===== src/rtl/sram_ctrl_pkg.sv =====
// Purpose : shared types, sizes and helpers for the Wishbone-to-SRAM controller.
// Latency : n/a (declarations only).
// Backpr. : n/a.
// Contents: state_e FSM encoding, SRAM geometry constants, sel_to_ben byte-select expander.
package sram_ctrl_pkg;

    typedef enum logic [1:0] {
        ST_CLEAR = 2'd0,
        ST_IDLE  = 2'd1,
        ST_ACK   = 2'd2
    } state_e;

    localparam int SRAM_WORDS = 2048;
    localparam int SRAM_AW    = 11;
    localparam int SRAM_DW    = 32;

    // Expand a 4-bit Wishbone byte select into the macro's per-bit write mask.
    function automatic logic [SRAM_DW-1:0] sel_to_ben(input logic [3:0] sel);
        logic [SRAM_DW-1:0] ben;
        ben = '0;
        for (int k = 0; k < 4; k++) begin
            ben[8*k +: 8] = {8{sel[k]}};
        end
        return ben;
    endfunction

endpackage


===== src/rtl/sram_clear_seq.sv =====
// Purpose : address sequencer for the post-reset clear sweep (one word per cycle).
// Latency : addr_o valid combinationally from the counter; done_o asserts while the last word is presented.
// Backpr. : none; advances every cycle while run_i is high, stops at the last word.
// Ports   : clk_i, rst_n_i (sync, active-low), run_i in; en_o, addr_o, done_o out.
module sram_clear_seq
    import sram_ctrl_pkg::*;
(
    input  logic               clk_i,
    input  logic               rst_n_i,
    input  logic               run_i,
    output logic               en_o,
    output logic [SRAM_AW-1:0] addr_o,
    output logic               done_o
);

    localparam logic [SRAM_AW-1:0] LAST_ADDR = SRAM_AW'(SRAM_WORDS - 1);

    logic [SRAM_AW-1:0] cnt_q, cnt_d;
    logic               done_q, done_d;

    always_comb begin
        cnt_d  = cnt_q;
        done_d = done_q;
        if (run_i && !done_q) begin
            if (cnt_q == LAST_ADDR) begin
                // Saturate instead of wrapping so a late run_i can never re-sweep.
                done_d = 1'b1;
            end else begin
                cnt_d = cnt_q + 1'b1;
            end
        end
    end

    always_ff @(posedge clk_i) begin
        if (!rst_n_i) begin
            cnt_q  <= '0;
            done_q <= 1'b0;
        end else begin
            cnt_q  <= cnt_d;
            done_q <= done_d;
        end
    end

    assign en_o   = run_i && !done_q;
    assign addr_o = cnt_q;
    assign done_o = en_o && (cnt_q == LAST_ADDR);

endmodule


===== src/rtl/sram_wb_ctrl.sv =====
// Purpose : Wishbone B4 classic slave driving a 2048x32 single-port SRAM macro, with optional clear sweep.
// Latency : ack one cycle after a request is accepted; one access per two cycles at best.
// Backpr. : requests stall (no ack) during the clear sweep; out-of-window requests are never acked.
// Ports   : wbs_* Wishbone slave, ready_o sweep-done flag, ram_* macro pins (ram_tst tied to 0).
module sram_wb_ctrl
    import sram_ctrl_pkg::*;
#(
    parameter logic [31:0] BASE_ADDR      = 32'h3000_0000,
    parameter bit          CLEAR_ON_RESET = 1'b1,
    parameter logic [31:0] CLEAR_VALUE    = 32'h0000_0000
) (
    input  logic                wb_clk_i,
    input  logic                wb_rst_n_i,
    input  logic                wbs_cyc_i,
    input  logic                wbs_stb_i,
    input  logic                wbs_we_i,
    input  logic [3:0]          wbs_sel_i,
    input  logic [31:0]         wbs_adr_i,
    input  logic [31:0]         wbs_dat_i,
    output logic                wbs_ack_o,
    output logic [31:0]         wbs_dat_o,
    output logic                ready_o,
    output logic                ram_en,
    output logic                ram_r_wb,
    output logic [SRAM_AW-1:0]  ram_ad,
    output logic [SRAM_DW-1:0]  ram_ben,
    output logic [SRAM_DW-1:0]  ram_di,
    input  logic [SRAM_DW-1:0]  ram_do,
    output logic [4:0]          ram_tst
);

    localparam state_e RESET_STATE = CLEAR_ON_RESET ? ST_CLEAR : ST_IDLE;

    state_e              state_q, state_d;
    logic                ready_q, ready_d;
    logic                rd_q, rd_d;
    logic [31:0]         dat_q, dat_d;

    logic                clr_en;
    logic [SRAM_AW-1:0]  clr_addr;
    logic                clr_done;
    logic                hit;

    // Byte-offset bits are deliberately ignored: accesses are word-aligned.
    logic [1:0]          unused_adr_lsb;
    assign unused_adr_lsb = wbs_adr_i[1:0];

    sram_clear_seq u_clear_seq (
        .clk_i   (wb_clk_i),
        .rst_n_i (wb_rst_n_i),
        .run_i   (state_q == ST_CLEAR),
        .en_o    (clr_en),
        .addr_o  (clr_addr),
        .done_o  (clr_done)
    );

    assign hit = wbs_cyc_i && wbs_stb_i && (wbs_adr_i[31:13] == BASE_ADDR[31:13]);

    always_comb begin
        state_d   = state_q;
        ready_d   = ready_q;
        rd_d      = rd_q;
        dat_d     = dat_q;
        ram_en    = 1'b0;
        ram_r_wb  = 1'b1;
        ram_ad    = wbs_adr_i[12:2];
        ram_ben   = '0;
        ram_di    = wbs_dat_i;
        wbs_ack_o = 1'b0;
        wbs_dat_o = dat_q;

        unique case (state_q)
            ST_CLEAR: begin
                ram_en   = clr_en;
                ram_r_wb = 1'b0;
                ram_ad   = clr_addr;
                ram_ben  = '1;
                ram_di   = CLEAR_VALUE;
                if (clr_done) begin
                    state_d = ST_IDLE;
                    ready_d = 1'b1;
                end
            end
            ST_IDLE: begin
                ready_d = 1'b1;
                if (hit) begin
                    // Macro pins are driven straight from the bus so the
                    // access completes on the accepting edge.
                    ram_en   = 1'b1;
                    ram_r_wb = ~wbs_we_i;
                    ram_ben  = wbs_we_i ? sel_to_ben(wbs_sel_i) : '0;
                    rd_d     = ~wbs_we_i;
                    state_d  = ST_ACK;
                end
            end
            ST_ACK: begin
                wbs_ack_o = 1'b1;
                // Read data is only valid this cycle, so pass it through
                // and keep a copy to hold after the ack.
                if (rd_q) begin
                    wbs_dat_o = ram_do;
                    dat_d     = ram_do;
                end
                state_d = ST_IDLE;
            end
            default: begin
                state_d = ST_IDLE;
            end
        endcase

        // Keep the macro quiet while reset is held, whatever the state.
        if (!wb_rst_n_i) begin
            ram_en   = 1'b0;
            ram_r_wb = 1'b1;
            ram_ben  = '0;
        end
    end

    always_ff @(posedge wb_clk_i) begin
        if (!wb_rst_n_i) begin
            state_q <= RESET_STATE;
            ready_q <= 1'b0;
            rd_q    <= 1'b0;
            dat_q   <= '0;
        end else begin
            state_q <= state_d;
            ready_q <= ready_d;
            rd_q    <= rd_d;
            dat_q   <= dat_d;
        end
    end

    assign ready_o = ready_q;
    assign ram_tst = 5'b0;

endmodule


===== config.mk =====
export PLATFORM = sky130hd
export DESIGN_NAME = sram_wb_ctrl
export DESIGN_NICKNAME = d
export VERILOG_FILES = /design/src/rtl/sram_ctrl_pkg.sv /design/src/rtl/sram_clear_seq.sv /design/src/rtl/sram_wb_ctrl.sv
export SDC_FILE = /design/constraint.sdc
export NUM_CORES = 1
export LEC_CHECK = 0
export ABC_AREA = 1
export CORE_MARGIN = 2
export CORE_UTILIZATION = 38
export CTS_BUF_LIST = sky130_fd_sc_hd__clkbuf_4
export DETAILED_ROUTE_END_ITERATION = 10
export PLACE_DENSITY = 0.86
export SYNTH_ARGS = -nofsm -noshare
export SYNTH_HDL_FRONTEND = slang
export SYNTH_SLANG_ARGS = --single-unit

===== constraint.sdc =====
create_clock -name wb_clk_i -period 2.4 [get_ports wb_clk_i]
set_input_delay 0.48 -clock wb_clk_i [delete_from_list [all_inputs] [get_ports wb_clk_i]]
set_output_delay 0.48 -clock wb_clk_i [all_outputs]
set_load 0.1 [all_outputs]

==> reports/results.txt, run 1 <==
The flow ran to the end, and the final reports show no timing, DRC or antenna violations. After detailed routing, the number of vias per cell comes to 4.702. The share of total power dissipated in combinational logic is 37.3%.

CTS saw 48 sinks. The number of cells on the worst hold path is 2, and the longest individual stage delay on the worst path is 0.51 ns. For the remaining design rule violation count, the log shows 0.

The minimum setup slack after placement is -0.2484 ns, and the clock input transition at the sequential cells of the worst setup and hold paths is 0.14 ns. Critical setup path kind: input pin to primary output. Power comes to 2.039 mW. For the number of nets in the final layout, the log shows 818. In this run the number of H-tree levels came out at 2. Setup repair after global routing left no endpoint under its margin. Data on the critical path is required at its endpoint by 1.92 ns.

The number of buffers inserted by port buffering was 213. The worst register-to-register path has a depth of 7. Net switching is 34.93% of the power. After legalization and detailed placement, the total HPWL measured 10.59 mm. Once the floorplan was initialized, standard cells occupied 38.84% of the core.

Per report_power, the clock group accounts for 23.2% of the total. Once routing completed, OpenROAD measured the worst setup slack at 0.04527 ns. Of all nets on the critical path, the largest fanout is 8. Routability-driven placement finished with a final weighted congestion of 0.7953. The tools report the hold violation total from the final report as 0. TritonCTS built the clock tree.

The measured slew at the worst slew-check pin works out to 0.6312 ns. The most numerous cell type found on the critical path is sky130_fd_sc_hd__buf_12. The worst hold path endpoint is u_clear_seq.addr_o[10].

The worst setup path is captured at a primary output. For the number of top-level design ports, the log shows 221. Once detail routing completed, the nets flagged for antenna violations numbered 0. The cell internal power dissipation was 1.327 mW; the switching component of the power was 0.7121 mW. Setup violations remaining at the end of the flow were counted as 0.

In this run the core area contains 34 standard-cell rows. The flop and latch count out of synthesis was 48. STA classifies the critical path startpoint as an input pin. The core region is 8678 sq um. For the full die area, the log shows 9639 sq um.

In this run the most critical hold path is launched from u_clear_seq.addr_o[10]. Data on the critical path arrives at its endpoint at 1.87 ns. The chip height came out at 98.18 microns. The clock reaches the later pin of the worst-skew pair after 0.35 ns. The ratio of total power to cell area is 282.7 nW/um^2. In the final routed layout, each cell accounts on average for 15.49 microns. Cell at the root of the clock tree: sky130_fd_sc_hd__clkbuf_4. The worst register-to-register path ends at dat_q[12].

Worst hold path class: register to register. On the critical path, the stage with the largest delay is an instance of sky130_fd_sc_hd__clkdlybuf4s50_1. The run gives 3860 as the vias after detailed routing. The share of total power dissipated in sequential elements is 39.5%.

The die width is 98.18 microns. The signal on the critical path passes through clkdlybuf4s50_1, inv_2, nor2_4, o21ai_0, a21oi_4, buf_12, buf_12. Relative area change from synthesis to final layout: 114.0%. The cell area that synthesis handed to floorplanning was 3371 sq um.

VDD sags by at most 0.2378 mV. The first TritonRoute pass finished after 4 iterations. The run gives 0 as the aggregate global routing overflow. The count of different cell masters after synthesis was 30; the number of warnings issued by yosys was 0. Synthesized area divided by synthesized cell count: 6.507 sq um. Between clock sinks in the finished design, the worst skew comes to 0.01288 ns.

The number of clock buffers added by TritonCTS is 5. The cell count after synthesis is 518, and the post-route fraction of the period consumed by the critical path is 98.11%. Across the run, the number of max-cap violations was 0.

The library cells used most frequently in the layout, excluding fill and tap cells, are 117 x sky130_fd_sc_hd__inv_1, 117 x sky130_fd_sc_hd__buf_12, 82 x sky130_fd_sc_hd__nand2_1, 81 x sky130_fd_sc_hd__clkdlybuf4s50_1, 49 x sky130_fd_sc_hd__nor2_1. The maximum number of pins on one net before global-route repair was 43; the count of pins over their slew limit was 0. The clock passes through at most 2 buffers. After routing the design area is 7213 sq um.

The logs give 57.92% for the worst slew margin relative to its limit and 25.81% for the overall global routing resource usage. The detailed router finished its first iteration with 93 violations. The clock period could shrink to 2.355 ns. The run gives 7054 sq um as the area of placed instances.

In this run the critical register-to-register path is launched from state_q[1]. The repair_antennas step left the layout with diodes totalling 0. For this run, the top clock speed supported by timing is 424.7 MHz. The fraction of layout instances using a drive strength above 1 works out to 38.43%. The layout has 473 filler cells. The worst register-to-register path has a setup slack of 0.82 ns. The logs give 0 for the number of antenna violations at the first check in global routing and 3.185 nW for the static leakage power. The tools report the sequential fraction of the synthesis area as 28.51%. For the via count of the first global-routing pass, the log shows 3974. The first-pass GRT wire length came out at 20.19 mm.

The tools report the post-detailed-routing wire length as 12.72 mm.
-- cell families after synthesis --
group                      synth area share, %
DFF                                      28.51
other                                   0.1113
buffers and inverters                    28.14
adders and majority gates               0.3711
AOI/OAI and AO/OA                        21.08
and+or+nand+nor                          21.27
xor gates and xnor gates                0.5198
-- synth_stat cells --
master                       n  area share, %
sky130_fd_sc_hd__nor3_1      1           0.15
sky130_fd_sc_hd__a211oi_2   30             11
sky130_fd_sc_hd__o21ai_1     2           0.30
sky130_fd_sc_hd__nor2_8      1           0.59
sky130_fd_sc_hd__nand2_2     1           0.19
sky130_fd_sc_hd__nor2_1     58            6.5
sky130_fd_sc_hd__inv_1     147             16
sky130_fd_sc_hd__nand3_2     2           0.59
sky130_fd_sc_hd__nand2_4     2           0.67
sky130_fd_sc_hd__clkinv_1    1           0.11
sky130_fd_sc_hd__ha_1        1           0.37
sky130_fd_sc_hd__inv_2       2           0.22
sky130_fd_sc_hd__buf_1       1           0.11
sky130_fd_sc_hd__nor2_2      3           0.56
sky130_fd_sc_hd__o21ai_0    15            2.2
sky130_fd_sc_hd__nand4_1     5           0.93
sky130_fd_sc_hd__xor2_1      2           0.52
sky130_fd_sc_hd__nand2_1    82            9.1
sky130_fd_sc_hd__nor2_4      2           0.67
sky130_fd_sc_hd__inv_4       2           0.37
sky130_fd_sc_hd__dfxtp_1    48             29
sky130_fd_sc_hd__a21oi_1    47            7.0
sky130_fd_sc_hd__nand3_1     6           0.89
sky130_fd_sc_hd__buf_6       3            1.0
sky130_fd_sc_hd__clkbuf_1    6           0.67
sky130_fd_sc_hd__conb_1      1           0.11
sky130_fd_sc_hd__buf_2       4           0.59
sky130_fd_sc_hd__a211oi_1    2           0.45
sky130_fd_sc_hd__nand3b_1    2           0.45
sky130_fd_sc_hd__buf_4      39            8.7
-- critical path: cells and delay by family --
family / cells / cell delay [ns]
compound gates: 2 / 0.32
buf+inv: 4 / 0.93
simple gates: 1 / 0.13
-- repair_timing --
action	in CTS	in global routing
setup endpoints to repair	40	45
buffers inserted	6	0
hold buffers	0	0
pin swaps	17	6
resized for setup	37	4
-- stage by stage --
stage               hold slack [ns]  setup TNS (ns)  utilization, %  instances
finish                       0.5146               0           83.12        821
global route                 0.5482               0           83.12        821
CTS                          0.5125               0           83.02        821
detailed placement           0.4880          -7.769           81.29        807
global placement             0.4789          -3.743           81.29        807
floorplan                    0.4624          -12.82               -        522
-- power by group through the flow --
| stage | registers (mW) | clock network [mW] | logic (mW) |
|---|---|---|---|
| floorplan | 0.822 | 0 | 0.434 |
| global placement | 0.823 | 0 | 0.752 |
| detailed placement | 0.824 | 0 | 0.770 |
| CTS | 0.805 | 0.489 | 0.764 |
| global route | 0.806 | 0.514 | 0.785 |
| finish | 0.805 | 0.473 | 0.761 |
-- worst max-delay path by stage --
stage                     slack [ns]           from           to
after floorplan                -0.42  wbs_adr_i[26]  ram_ben[10]
after detailed placement       -0.25  wbs_adr_i[26]  ram_ben[13]
after CTS                      0.002  wbs_adr_i[25]   ram_ben[9]
after global placement         -0.12  wbs_adr_i[24]   ram_ben[8]
final                           0.05     wb_rst_n_i  ram_ben[16]
after global routing           0.001  wbs_adr_i[21]  ram_ben[11]
-- cell type report --
type / instances / area, sq um / area share [%]
Timing Repair Buffer: 236 / 3496 / 48.46
Multi-Input combinational cell: 269 / 1953 / 27.08
Sequential cell: 48 / 965.9 / 13.39
Inverter: 152 / 583.1 / 8.083
Tap cell: 108 / 135.1 / 1.873
Clock inverter: 3 / 42.54 / 0.5898
Clock buffer: 5 / 37.54 / 0.5204
-- registers in the layout, indices dropped and copies added, names as in the netlist --
| register | count |
|---|---|
| dat_q | 32 |
| u_clear_seq.addr_o | 11 |
| state_q | 2 |
| rd_q | 1 |
| ready_o | 1 |
| u_clear_seq.done_q | 1 |
-- metal layers --
metal / wire, microns / vias up / GRT usage, %
met3: 713 / 22 / 4.939
met2: 7199 / 146 / 52.00
met5: 0 / - / 0
met1: 4520 / 1794 / 27.11
met4: 287 / 0 / 6.322
li1: - / 1898 / -
Power figures use the tool's default switching activity.
==> run 2: changes to the inputs <==
ABC_CLOCK_PERIOD_IN_PS = 2400   (was default)
PLACE_DENSITY = 0.89   (was 0.86)
SKIP_CTS_REPAIR_TIMING = 1   (was default)
==> run 2 against run 1 <==
The run now ends with negative setup slack left. First-iteration DRC count increased by 32%. Global-route usage increased by 1.6 points. Combinational power increased by 0.9%. Critical path type is now register to primary output. Critical endpoint is now ram_ben[5]. Highest routed layer unchanged. Die area unchanged. Cell area decreased by 0.21%. Worst setup slack got worse by 0.061 ns. Register-to-register slack improved by 0.03 ns.
==> reports/results.txt, run 2 (synthesized netlist as in run 1, its figures left out) <==
The tools report the hold violation total from the final report as 0 (unchanged). The core footprint is 8678 sq um (unchanged). TritonCTS built the clock tree. The number of vias per cell is 4.820 (+2.5%), and the full die area is 9639 sq um (unchanged).

In this run the most critical hold path is launched from u_clear_seq.addr_o[10]. For the post-detailed-routing wire length, the log shows 13.53 mm (+6.4%). The aggregate global routing overflow was 0 (unchanged). Setup repair after global routing could not meet its margin everywhere. The tools report the number of placement rows as 34 (unchanged). The tools report the max-cap violation count as 0 (unchanged). The number of antenna violations at the first check in global routing was 1 (+1); the number of top-level design ports was 221 (unchanged). The number of buffers between clock root and the deepest sink is 2 (unchanged), and the chip height is 98.18 microns (unchanged).

Peak supply drop: 0.2451 mV (+3.1%). Number of H-tree levels: 2 (unchanged). Count of pins over their slew limit: 0 (unchanged).

The static leakage power is 3.318 nW (+4.2%), and the measured slew at the worst slew-check pin is 0.6643 ns (+0.03308 ns). Arrival time of the worst setup path: 1.94 ns (+0.07 ns). The number of buffers inserted by port buffering works out to 213 (unchanged). For the clock latency reported for the late side of the worst-skew pair, the log shows 0.35 ns (about the same).

In this run the critical register-to-register path is captured at u_clear_seq.addr_o[6]. For the overall global routing resource usage, the log shows 27.41% (+1.6 points). The smallest setup slack after layout is -0.01577 ns (-0.06104 ns), and the maximum number of pins on one net before global-route repair is 43 (unchanged). The tools report the required time of the critical path as 1.92 ns (about the same).

Portion of total power attributed to combinational logic: 39.5% (+2.2 points). In this run the critical register-to-register path is launched from u_clear_seq.addr_o[0]. The highest net fanout along the worst path is 8 (unchanged), and the highest clock rate is 413.9 MHz (-2.5%).

The iteration-0 DRC count of the detailed router is 123 (+32%), and the relative area change from synthesis to final layout is 113.5%. The worst hold path terminates at u_clear_seq.addr_o[10]. The final count of negative-setup-slack endpoints was 8 (+8).

dat_q holds more flip-flops than any other register. The checks that failed: negative setup slack. The cell internal power dissipation was 1.233 mW (-7.0%). Leaving out fill and tap cells, the most frequent cells in the layout are 117 x sky130_fd_sc_hd__inv_1, 115 x sky130_fd_sc_hd__buf_12, 82 x sky130_fd_sc_hd__nand2_1, 81 x sky130_fd_sc_hd__clkdlybuf4s50_1, 50 x sky130_fd_sc_hd__nor2_1.

The flow ran to the end, but the final reports show violations. The tools report the worst hold slack as 0.5241 ns (+0.009516 ns). The logs give 808 (+0.12%) for the placed instance count and 21.36 mm (+5.8%) for the first-pass GRT wire length.

Post-DP HPWL: 11.12 mm (+4.9%). The relative contribution of the clock network to total power came out at 19.1% (-4.1 points). The tools report the nature of the critical path endpoint as a primary output. The post-route fraction of the period consumed by the critical path was 100.7% (+2.5 points); the fraction of layout instances using a drive strength above 1 was 38.12% (-0.31 points). The run gives 4 (unchanged) as the number of iterations in the first detailed-routing pass. The die width was 98.18 microns (unchanged); the worst slew margin relative to its limit was 55.71% (-2.2 points). The min-delay analysis places its worst path in the category register to register.

For the internal reg-to-reg setup slack, the log shows 0.85 ns (+0.03 ns). The number of nets in the final layout is 817 (-0.12%), and the remaining design rule violation count is 0 (unchanged). The setup skew after layout came out at 0.01243 ns (-0.0004510 ns). The number of cells on the worst hold path is 2 (unchanged), and the weighted congestion at the end of routability-driven global placement is 0.8756 (+10%). The flip-flop count of the largest register after layout came out at 32 (unchanged). The post-detailed-route wirelength per cell came out at 16.50 microns (+6.5%).

The root buffer cell chosen for the clock tree is sky130_fd_sc_hd__clkbuf_4. The clock input transition at the sequential cells of the worst setup and hold paths is 0.14 ns (about the same). The switching part of the total works out to 36.56% (+1.6 points). Number of clock buffers inserted by TritonCTS: 5 (unchanged). The number of cells on the worst reg-to-reg path is 9 (+2). The setup path with the least slack is of type register to primary output.

The ratio of total power to cell area is 270.1 nW/um^2 (-4.4%), and the via count of the first global-routing pass is 4254 (+7.0%). Sequential power share: 41.4% (+1.9 points). Vias after detailed routing: 3952 (+2.4%). The library cell used most frequently in the layout, excluding fill and tap cells, is sky130_fd_sc_hd__inv_1.

The effective utilization at floorplan was 38.84% (unchanged); the switching component of the power was 0.7107 mW (-0.19%). The remaining number of nets flagged by the antenna check after routing was 0 (unchanged). STA classifies the critical path startpoint as a register. Number of sinks driven by the clock tree: 48 (unchanged). Non-filler instance count after layout: 820 (-0.12%). The clock period minus final worst setup slack was 2.416 ns (+0.06104 ns). The utilization after layout is 82.94% (-0.17 points). The tools report the power after layout as 1.944 mW (-4.6%).
-- run 2: cell count changes in the layout (fill, tap and decap cells not counted), sizes merged --
| cell | before | now |
|---|---|---|
| dlymetal6s2s | 0 | 21 |
| dlygate4sd2 | 18 | 0 |
| clkdlybuf4s15 | 3 | 0 |
| buf | 134 | 133 |
| bufinv | 1 | 0 |
| clkbuf | 5 | 6 |
| clkinvlp | 1 | 0 |
| diode | 0 | 1 |
-- run 2: power by group through the flow --
stage	Clock [mW]	Combinational (mW)	Sequential, mW
6_report	0.371	0.768	0.805
3_5_place_dp	0	0.771	0.824
3_3_place_gp	0	0.751	0.823
4_1_cts	0.379	0.773	0.806
5_1_grt	0.409	0.792	0.807
2_1_floorplan	0	0.434	0.822
-- run 2: worst max path at each step --
stage	slack (ns)	end	startpoint	depth (start not counted)
final	-0.02	ram_ben[5]	state_q[1]	8
after global routing	-0.11	ram_ben[4]	state_q[1]	8
after CTS	-0.21	ram_ben[4]	wbs_adr_i[26]	9
after detailed placement	-0.20	ram_ben[4]	wbs_adr_i[26]	9
after global placement	-0.13	ram_ben[16]	wbs_adr_i[26]	9
after floorplan	-0.42	ram_ben[10]	wbs_adr_i[26]	6
-- run 2: area by class of cell --
class	instances	area [sq um]
flip-flops and latches	48	965.9
clock inverters	1	5.005
clock buffers	6	45.04
inverters	152	580.6
fillers	489	1480
repair buffers	235	3518
diodes	1	2.502
well taps	108	135.1
multi-input cells	269	1946
-- run 2: metal layers --
metal  share of wire [%]  vias to the layer above  global-route usage (%)
met3                 5.1                       48                   4.939
met1                  34                     1838                   27.18
li1                    -                     1892                       -
met5                   0                        -                       0
met2                  57                      174                   55.58
met4                 3.9                        0                   10.33
-- run 2: worst max-delay path: stages (launching register included) --
cell	delay, ns
sky130_fd_sc_hd__dfxtp_4	0.39
sky130_fd_sc_hd__inv_4	0.07
sky130_fd_sc_hd__nand4_1	0.12
sky130_fd_sc_hd__nor2_2	0.15
sky130_fd_sc_hd__nand4_1	0.13
sky130_fd_sc_hd__buf_6	0.17
sky130_fd_sc_hd__a21oi_4	0.20
sky130_fd_sc_hd__buf_12	0.18
sky130_fd_sc_hd__buf_12	0.18
-- run 2: per-stage QoR --
stage | cell area [sq um] | worst slack, ns | setup TNS (ns)
after floorplan | 3846 | -0.4203 | -12.82
final | 7198 | -0.01577 | -0.1183
after CTS | 7087 | -0.2088 | -6.657
after detailed placement | 7037 | -0.1956 | -5.697
after global routing | 7198 | -0.1106 | -2.356
after global placement | 7037 | -0.1265 | -3.952
==> run 3: changes to the inputs <==
CTS_BUF_LIST = sky130_fd_sc_hd__clkbuf_8   (was sky130_fd_sc_hd__clkbuf_4)
SLEW_MARGIN = 40   (was default)
==> run 3 against run 2 <==
The run now ends clean. Clock skew decreased by 0.0067 ns. Largest cell class unchanged. Count of clock-buffer cells in the layout decreased by 1. Hold slack got worse by 0.0077 ns. Via count decreased by 0.51%. Sequential cell count unchanged.
==> reports/results.txt, run 3 (synthesized netlist as in run 1, its figures left out) <==
The number of clock buffers inserted by TritonCTS came out at 5 (unchanged). The path class of the tightest hold or removal check is register to register. The chip height came out at 98.18 microns (unchanged).

The library cell used most frequently in the layout, excluding fill and tap cells, is sky130_fd_sc_hd__inv_1. TritonCTS built the clock tree. The aggregate global routing overflow came out at 0 (unchanged). Sum of negative setup slack: 0 ns (+0.1183 ns). The number of buffers between clock root and the deepest sink was 2 (unchanged); the vias after detailed routing was 3932 (-0.51%).

Setup repair after global routing could not meet its margin everywhere. The tree is rooted in a sky130_fd_sc_hd__clkbuf_8. Worst slew margin relative to its limit: 56.84% (+1.1 points). The arrival time of the worst setup path came out at 1.90 ns (-0.04 ns).

The post-route fraction of the period consumed by the critical path is 99.13% (-1.5 points). For the maximum number of pins on one net before global-route repair, the log shows 43 (unchanged). The run finished with clean final reports. The die width works out to 98.18 microns (unchanged). The fraction of layout instances using a drive strength above 1 works out to 37.62% (-0.49 points).

The measured slew at the worst slew-check pin is 0.6474 ns (-0.01693 ns), and the highest clock rate is 420.3 MHz (+1.5%). The smallest setup slack after layout is 0.02093 ns (+0.03670 ns). The iteration-0 DRC count of the detailed router was 140 (+14%); the minimum setup slack after placement was -0.1956 ns (unchanged). Leaving out fill and tap cells, the most frequent cells in the layout are 118 x sky130_fd_sc_hd__inv_1, 115 x sky130_fd_sc_hd__buf_12, 82 x sky130_fd_sc_hd__nand2_1, 81 x sky130_fd_sc_hd__clkdlybuf4s50_1, 50 x sky130_fd_sc_hd__nor2_1. The effective utilization at floorplan was 38.84% (unchanged). The highest net fanout along the worst path is 8 (unchanged). The number of placement rows is 34 (unchanged). The remaining number of nets flagged by the antenna check after routing was 0 (unchanged). The nature of the critical path endpoint was a primary output. The via count of the first global-routing pass is 4238 (-0.38%). The tools report the full die area as 9639 sq um (unchanged). STA classifies the critical path startpoint as an input pin. The first-pass GRT wire length came out at 21.33 mm (-0.16%).

The setup path with the least slack is of type input pin to primary output. The relative area change from synthesis to final layout was 113.2%; the ratio of total power to cell area was 281.9 nW/um^2 (+4.4%). The number of vias per cell is 4.819 (about the same).

The flip-flop count of the largest register after layout works out to 32 (unchanged). The register with the most flip-flops in the final layout is dat_q. For the number of iterations in the first detailed-routing pass, the log shows 4 (unchanged). For the number of antenna violations at the first check in global routing, the log shows 1 (unchanged).

The tools report the register area as 963.4 sq um (-0.26%). The run gives 13.50 mm (-0.27%) as the post-detailed-routing wire length. The max-cap violation count came out at 0 (unchanged).

The setup skew after layout was 0.005765 ns (-0.006668 ns); the clock period minus final worst setup slack was 2.379 ns (-0.03670 ns). The number of buffers inserted by port buffering is 213 (unchanged). The tools report the static leakage power as 3.312 nW (-0.19%).

Clock input transition at the sequential cells of the worst setup and hold paths: 0.09 ns (-0.05 ns). The tools report the remaining design rule violation count as 0 (unchanged). The final count of negative-setup-slack endpoints was 0 (-8); the clock latency reported for the late side of the worst-skew pair was 0.29 ns (-0.06 ns). Post-detailed-route wirelength per cell: 16.54 microns (+0.22%). For the post-DP HPWL, the log shows 11.12 mm (unchanged). The filler cell count in the final layout was 497 (+1.6%). The footprint of the multi-input gates is 1946 sq um (unchanged). The overall global routing resource usage is 27.37% (-0.045 points). The core footprint is 8678 sq um (unchanged), and the number of nets in the final layout is 813 (-0.49%).

The required time of the critical path was 1.92 ns (about the same). For the number of H-tree levels, the log shows 2 (unchanged). The logs give 48 (unchanged) for the number of sinks driven by the clock tree and 0.2452 mV (about the same) for the peak supply drop. The logs give 0 (unchanged) for the hold violation total from the final report and 0 (unchanged) for the count of pins over their slew limit. The weighted congestion at the end of routability-driven global placement was 0.8756 (unchanged).

The run gives 221 (unchanged) as the number of top-level design ports.
==> run 3: cell types whose count changed in the layout (fill, tap and decap cells not counted), sizes merged <==
cell    before  now
clkbuf       6    5
inv        152  153
buf        133  129
==> run 3: path summary, 6_finish.rpt <==
path	start	endpoint	slack [ns]	cells after the start
max	wbs_adr_i[25]	ram_ben[5]	0.02	9
min	u_clear_seq.addr_o[10]	u_clear_seq.addr_o[10]	0.52	2
min reg2reg	u_clear_seq.addr_o[10]	u_clear_seq.addr_o[10]	0.52	2
max reg2reg	state_q[1]	u_clear_seq.addr_o[6]	0.86	8
==> run 3: worst max-delay path, stage by stage <==
cell and delay, ns:
sky130_fd_sc_hd__dlymetal6s2s_1 0.12, sky130_fd_sc_hd__nor2_1 0.13, sky130_fd_sc_hd__nand3b_1 0.12, sky130_fd_sc_hd__nor2_2 0.16, sky130_fd_sc_hd__nand4_1 0.14, sky130_fd_sc_hd__buf_6 0.17
sky130_fd_sc_hd__a21oi_4 0.20, sky130_fd_sc_hd__buf_12 0.18, sky130_fd_sc_hd__buf_12 0.18
==> run 3: stage by stage <==
| stage | std cells | power [mW] | util (%) | hold slack [ns] | cell area, sq um |
|---|---|---|---|---|---|
| after floorplan | 522 | 1.256 | - | 0.4624 | 3846 |
| after global placement | 808 | 1.574 | 81.08 | 0.4797 | 7037 |
| after detailed placement | 808 | 1.595 | 81.08 | 0.5026 | 7037 |
| after CTS | 815 | 2.043 | 81.98 | 0.5177 | 7114 |
| after global routing | 816 | 2.095 | 82.81 | 0.5564 | 7187 |
| final | 816 | 2.026 | 82.81 | 0.5164 | 7187 |
==> run 3: routing by layer <==
metal,GRT usage [%],up-vias,part of all wire (%)
met2,55.53,175,57
met4,10.12,0,3.6
li1,-,1884,-
met1,27.18,1833,34
met5,0,-,0
met3,4.939,40,5.2
==> run 3: report_power, final <==
group	internal, mW	total (mW)	switching (mW)	leakage, nW
sequential	0.800	0.805	0.00529	0.388
clock	0.195	0.453	0.258	0.0452
combinational	0.313	0.768	0.455	2.88
total	1.31	2.03	0.718	3.31
==> run 3: area by class of cell <==
class | count | area share, %
timing repair buffer | 231 | 48.49
clock inverter | 2 | 0.1219
antenna | 1 | 0.03482
inverter | 152 | 8.043
tap | 108 | 1.880
multi-input combinational | 269 | 27.07
sequential | 48 | 13.41
clock buffer | 5 | 0.9575
